--- config.mk ---
export PLATFORM = sky130hd
export DESIGN_NAME = bit_serial_adder
export DESIGN_NICKNAME = d
export VERILOG_FILES = /design/src/rtl/bit_serial_adder_pkg.sv /design/src/rtl/full_adder.sv /design/src/rtl/bit_serial_adder.sv
export SDC_FILE = /design/constraint.sdc
export NUM_CORES = 1
export LEC_CHECK = 0
export CAP_MARGIN = 5
export CORE_ASPECT_RATIO = 1.1
export CORE_MARGIN = 8
export CORE_UTILIZATION = 42
export DETAILED_ROUTE_END_ITERATION = 7
export PLACE_DENSITY_LB_ADDON = 0.25
export RECOVER_POWER = 100
export SLEW_MARGIN = 10
export SYNTH_ARGS = -nofsm -noshare
export SYNTH_HDL_FRONTEND = slang
export SYNTH_SLANG_ARGS = --single-unit
export TNS_END_PERCENT = 20
--- constraint.sdc ---
create_clock -name clk -period 3.95 [get_ports clk]
set_input_delay 0.5925 -clock clk [delete_from_list [all_inputs] [get_ports clk]]
set_output_delay 0.5925 -clock clk [all_outputs]
set_load 0.05 [all_outputs]
--- src/rtl/bit_serial_adder_pkg.sv ---
// Shared types for the bit-serial adder: FSM state encoding.
package bit_serial_adder_pkg;

    typedef enum logic [1:0] {
        S_IDLE  = 2'b00,
        S_SHIFT = 2'b01,
        S_DONE  = 2'b10
    } state_t;

endpackage

--- src/rtl/full_adder.sv ---
// Single-bit full adder cell used as the bit slice of the serial adder.
module full_adder (
    input  logic a,
    input  logic b,
    input  logic cin,
    output logic s,
    output logic cout
);

    assign s    = a ^ b ^ cin;
    assign cout = (a & b) | (a & cin) | (b & cin);

endmodule

--- src/rtl/bit_serial_adder.sv ---
// Multi-cycle LSB-first adder over one full_adder slice with start/busy/done handshake.
// Define BIT_SERIAL_ADDER_SUB_EN to add a 'sub' input that turns the operation into a - b.
module bit_serial_adder
    import bit_serial_adder_pkg::*;
#(
    parameter int unsigned WIDTH = 8
) (
    input  logic             clk,
    input  logic             rst,
    input  logic             start,
    input  logic [WIDTH-1:0] a,
    input  logic [WIDTH-1:0] b,
    input  logic             cin,
`ifdef BIT_SERIAL_ADDER_SUB_EN
    input  logic             sub,
`endif
    output logic             busy,
    output logic             done,
    output logic [WIDTH-1:0] sum,
    output logic             cout
);

    localparam int unsigned CW = $clog2(WIDTH);
    localparam logic [CW-1:0] LAST = CW'(WIDTH - 1);

    state_t           state;
    logic [WIDTH-1:0] a_sr;
    logic [WIDTH-1:0] b_sr;
    logic [WIDTH-1:0] res_sr;
    logic             c_ff;
    logic [CW-1:0]    cnt;
    logic             fa_s;
    logic             fa_co;

    full_adder u_fa (
        .a    (a_sr[0]),
        .b    (b_sr[0]),
        .cin  (c_ff),
        .s    (fa_s),
        .cout (fa_co)
    );

    always_ff @(posedge clk) begin
        if (rst) begin
            state  <= S_IDLE;
            a_sr   <= '0;
            b_sr   <= '0;
            res_sr <= '0;
            c_ff   <= 1'b0;
            cnt    <= '0;
            busy   <= 1'b0;
            done   <= 1'b0;
            sum    <= '0;
            cout   <= 1'b0;
        end else begin
            case (state)
                S_IDLE: begin
                    if (start) begin
                        a_sr  <= a;
`ifdef BIT_SERIAL_ADDER_SUB_EN
                        // Two's-complement subtract: invert b and force carry-in.
                        b_sr  <= sub ? ~b : b;
                        c_ff  <= sub ? 1'b1 : cin;
`else
                        b_sr  <= b;
                        c_ff  <= cin;
`endif
                        cnt   <= '0;
                        state <= S_SHIFT;
                        busy  <= 1'b1;
                    end
                end
                S_SHIFT: begin
                    res_sr <= {fa_s, res_sr[WIDTH-1:1]};
                    c_ff   <= fa_co;
                    a_sr   <= a_sr >> 1;
                    b_sr   <= b_sr >> 1;
                    cnt    <= cnt + CW'(1);
                    if (cnt == LAST) begin
                        state <= S_DONE;
                        busy  <= 1'b0;
                        done  <= 1'b1;
                        sum   <= {fa_s, res_sr[WIDTH-1:1]};
                        cout  <= fa_co;
                    end
                end
                S_DONE: begin
                    state <= S_IDLE;
                    done  <= 1'b0;
                end
                default: begin
                    state <= S_IDLE;
                    busy  <= 1'b0;
                    done  <= 1'b0;
                end
            endcase
        end
    end

endmodule

# --- After elaboration in Yosys (flattened, before gate mapping) ---
# Index checks and enable logic that the tools add are counted.
totals:
  ff_bits: 41
  input_bits: 20
  out_inout_bits: 11
  elab_cells: 48
classes:
  n_addsub: 1
  eq_ne: 5
  muxes: 16
  n_bitwise: 9
  n_reduce_logical: 7
ops:
  columns: ["op", "count"]
  rows:
  - ["one-hot mux 8 bit (2 select lines)", 2]
  - ["2-to-1 mux 8 bit", 2]
  - ["AND reduction 2 bit", 4]
  - ["one-hot mux 3 bit (2 select lines)", 1]
  - ["2-to-1 mux 1 bit", 4]
  - ["2-to-1 mux 2 bit", 2]
  - ["!= test 2 bit, second input constant", 2]
  - ["one-hot mux 1 bit (2 select lines)", 2]
  - ["one-hot mux 2 bit (2 select lines)", 1]
  - ["adder 3 x 1 -> 3 bit, second input constant", 1]
  - ["bitwise AND 1 bit", 3]
  - ["== test 3 bit, second input constant", 1]
  - ["2-to-1 mux 3 bit", 1]
  - ["one-hot mux 1 bit (3 select lines)", 1]
  - ["AND reduction 3 bit", 1]
  - ["== test 2 x 1 -> 1 bit, second input constant", 1]
  - ["== test 2 bit, second input constant", 1]
  - ["logical NOT 2 bit", 1]
  - ["NOT 1 bit", 2]
  - ["OR 1 bit", 2]
  - ["nonzero test 2 bit", 1]
  - ["bitwise XOR 1 bit", 2]

# --- Depth between registers and ports, before layout ---
logic_depth:
  ltp_word: 4
  mapped_depth: 6
  depth_no_buf: 5

# --- By module ---
# Synthesis repeated with hierarchy kept, for this count alone.
unflattened:
  hier_cells: 177
  hier_area_um2: 1770.4
modules_own_cells:
  columns: ["module", "n_inst", "cells_each", "area_each_um2", "seq_area_each_um2"]
  rows:
  - ["bit_serial_adder", 1, 176, 1750.4, 800.8]
  - ["full_adder", 1, 1, 20.0, 0.0]

# --- Worst setup path after synthesis ---
# No wires, ideal clock.
synth_path:
  kind: "register to register"
  from: "reg cnt[0]"
  to: "reg sum[3]"
  setup_time_ns: 0.143
  t_arrival_ns: 1.115
  required_ns: 3.807
  setup_slack_ns: 2.692
  stages_incl_launch_ff: 7
  path_buffers: 1
  period_less_slack_ns: 1.258
  path_cell_list: "dfxtp_1 -> ha_1 -> ha_1 -> and3b_1 -> buf_2 -> nand2_1 -> a21oi_1"
synth_between:
  elab_chain_len: 2
synth_lines:
  columns: ["item", "line_no", "source"]
  rows:
  - ["start: declaration", "bit_serial_adder.sv:31", "logic [CW-1:0] cnt;"]
  - ["start signal: assignment", "bit_serial_adder.sv:78", "cnt <= cnt + CW'(1);"]
  - ["== test 3 bit", "bit_serial_adder.sv:79", "if (cnt == LAST) begin"]
  - ["AND reduction 2 bit (no source line)", null, null]
  - ["end signal: assignment", "bit_serial_adder.sv:83", "sum <= {fa_s, res_sr[WIDTH-1:1]};"]
  - ["end: declaration", "bit_serial_adder.sv:19", "output logic [WIDTH-1:0] sum,"]
# Every way passes these cells.
# A chain may end at the register's enable or synchronous reset.

# --- Worst setup path after layout ---
layout_path:
  from: "reg state[0]"
  to: "reg c_ff"
layout_between:
  elab_chain_len: 3
  word_cells_on_any_way: 6
  cone_classes: "eq/ne: 2; mux: 1; reduce/logical: 3"
layout_lines:
  columns: ["item", "line_no", "source"]
  rows:
  - ["start: declaration", "bit_serial_adder.sv:26", "state_t state;"]
  - ["start signal: assignment", "bit_serial_adder.sv:45", "state <= S_IDLE;"]
  - ["start signal: assignment", "bit_serial_adder.sv:69", "state <= S_SHIFT;"]
  - ["start signal: assignment", "bit_serial_adder.sv:80", "state <= S_DONE;"]
  - ["== test 2 x 1 -> 1 bit or logical NOT 2 bit (tied branches)", "bit_serial_adder.sv:56", "case (state)"]
  - ["nonzero test 2 bit (no source line) or != test 2 bit (tied branches)", null, null]
  - ["AND reduction 2 bit (no source line)", null, null]
  - ["end signal: assignment", "bit_serial_adder.sv:66", "c_ff <= cin;"]
  - ["end signal: assignment", "bit_serial_adder.sv:75", "c_ff <= fa_co;"]
  - ["end: declaration", "bit_serial_adder.sv:30", "logic c_ff;"]
# Several ways; a longest one is shown, not always the timed one.

==> summary.txt <==
Status
  – Run status: finished clean

Clock tree
  – Hold_buf cts: 0
  – Post-CTS sizing: 0
  – Clock root buffer: clkbuf_8
  – # clock sinks: 40
  – CTS tree: done
  – Htree depth: 2
  – Longest Clk Path Bufs: 2
  – Number of buffers created by CTS: 5
  – Clock Latency Late Sink: 0.29 ns
  – Post-CTS Repair Setup Buffers: 0
  – CTS clk-pin slew, worst paths: 0.08 ns

STA
  – Max Clock Freq: 0.371 GHz
  – Slew at the pin closest to its max-slew limit: 1.36 ns
  – Final Skew: 0.00624 ns
  – Hold Fails Final Rpt: 0
  – Period utilisation layout: 0.682
  – Tmin final: approximately 2.7 ns
  – Fin. max-slew vios: 0
  – RSZ-0062 raised after global routing: no
  – Setup TNS: 0 ns
  – Slew headroom: 0.0918
  – Final Worst Setup Slack: 1.26 ns
  – Setup violators final: 0

Worst setup path
  – Crit-path max FO: 31
  – Worst reg2reg path depth: 3
  – Critical path data required time: around 4.2 ns
  – R2R Setup Slk: 1.26 ns
  – Crit end category: flop
  – Startpoint Class: flop
  – Critical Path AT: 2.89 ns
  – Kind of critical path: reg2reg
  – R2r endpoint: c_ff
  – Worst reg2reg startpoint: state[0]

Die
  – Core area: roughly 0.0040 sq mm
  – Row cnt: 24
  – Die X: around 78 um
  – Die area: 0.00652 sq mm
  – Die height: 83.9 um
  – Initial Util: 0.441
  – Top Ports: 31

Synthesis
  – Cells after Synth: 177
  – Yosys reg bits: 40
  – Syn_nets: 200
  – Syn avg cell area: 9.95 sq um
  – Syn Std Cell Area: 0.00176 sq mm
  – Seq/Total Area, Yosys: 0.455
  – Netlist cell types: 28
  – Ys Warns: 0

Placed design
  – Place WS: 1.82 ns
  – Gpl congestion: 0.741
  – Final HPWL DP: 2210 um
  – Post-placement cell count: 245
  – Port Buffers: 30

Global routing
  – Global-route wire length before repair: 5350 um
  – Largest net degree at the start of global routing: 42
  – Tot GR Track Use: 0.0994
  – Grt total ovfl: 0
  – Antenna violations before repair: 0
  – Vias in the first global route: 1,242

Power
  – Leakage: ~0.76 nW
  – Worst vdd ir: 0.241 mV
  – Pwr dens: 425 mW/mm^2

Route
  – DRC viols: 0
  – Vias: ~1,300
  – Final ANT Viol Nets: 0
  – Pre-antenna DRT Iters: 5
  – DRT iter0 DRCs: 44
  – Avg WL per Cell: 12.6 um
  – WL final: 3180 um
  – Vias per cell: 4.99

Hold path
  – Hold Crit Depth: 2
  – Hold WC Path Type: reg2reg
  – Hold path endpoint: sum[7]
  – Hold wc startpoint: sum[7]

Finish
  – Commonest non-fill, non-tap cell in the layout: dfxtp_1
  – Fin cells: 253
  – Final net count: 223
  – Area grow syn2layout: 16.3%
  – Diodes inserted: 0
  – Most frequent cells in the layout: dfxtp_1, nand2_1, a21oi_1, clkdlybuf4s50_1, mux2i_1
  – Share of cells above drive strength 1: 0.124

Flow run
  – Max_cap viols: 0
-- per-stage QoR --
stage	total power [mW]	hold WS, ns	util	instance area, sq um
4_1_cts	0.897	0.457	0.531	2120
6_report	0.870	0.451	0.513	2050
5_1_grt	0.914	0.482	0.513	2050
2_1_floorplan	0.540	0.432	-	1760
3_5_place_dp	0.566	0.445	0.503	2010
3_3_place_gp	0.562	0.442	0.503	2010
-- critical path, stage by stage, from the launching register on --
cell,delay [ns]
dfxtp_1,1.06
o21ba_1,1.18
nor2_1,0.11
a211oi_1,0.25
-- logic make-up after synthesis --
kind of cell	Yosys count	share of synthesized area
muxes	15	0.0853
and+or+nand+nor	62	0.168
DFF	40	0.455
AOI/OAI and AO/OA	42	0.200
buffers and inverters	15	0.0661
adders and majority gates	3	0.0256
-- layer usage --
metal | GRT usage | vias up | share of wire
li1 | - | 654 | -
met1 | 0.104 | 576 | 0.45
met2 | 0.171 | 24 | 0.49
met3 | 0.0291 | 8 | 0.043
met4 | 0.0567 | 0 | 0.022
met5 | 0 | - | 0
-- registers in the layout, indices dropped and copies added (netlist names) --
name / cells
a_sr: 8
c_ff: 1
state: 2
sum: 8
busy: 1
b_sr: 8
cout: 1
res_sr: 7
cnt: 3
done: 1
-- final cells by class --
type | instances | area [sq um]
Clock buffer | 5 | 68.8
Clock inverter | 3 | 42.5
Fill cell | 381 | 1950
Inverter | 1 | 3.75
Multi-Input combinational cell | 122 | 772
Sequential cell | 40 | 801
Tap cell | 52 | 65.1
Timing Repair Buffer | 30 | 295
-- cell usage after synthesis --
cell type	n	area (sq um)
nor2b_1	2	12.5
clkbuf_1	2	7.51
nand3b_1	1	7.51
nor2_1	7	26.3
a21oi_1	19	95.1
nor2_2	14	87.6
or3b_1	1	8.76
dfxtp_1	40	801
buf_6	3	33.8
a211oi_2	15	188
nand2b_1	2	12.5
o31ai_1	1	7.51
fa_1	1	20.0
a211oi_1	1	7.51
nand2_1	32	120
buf_8	2	30.0
o21bai_1	1	7.51
nor3_1	1	5.00
a22oi_1	4	30.0
buf_4	3	22.5
ha_1	2	25.0
mux2i_1	15	150
buf_2	3	15.0
inv_1	1	3.75
o21ba_4	1	16.3
buf_1	1	3.75
nor3b_1	1	7.51
and3b_1	1	8.76
-- worst max path at each step --
stage          startpoint     end  slack [ns]  cells after the start
3_5_place_dp     state[0]    c_ff        1.82                      3
6_report         state[0]    c_ff        1.26                      3
2_1_floorplan      cnt[0]  sum[3]        2.69                      6
3_3_place_gp     state[0]    c_ff        1.90                      3
4_1_cts          state[0]    c_ff        1.80                      3
5_1_grt          state[0]    c_ff        1.04                      3
-- power by group --
group,switching (mW),internal (mW)
Sequential,0.0213,0.424
Combinational,0.0474,0.0506
Clock,0.140,0.187
Total,0.209,0.662
No activity file was read; power rests on OpenSTA's default activity.
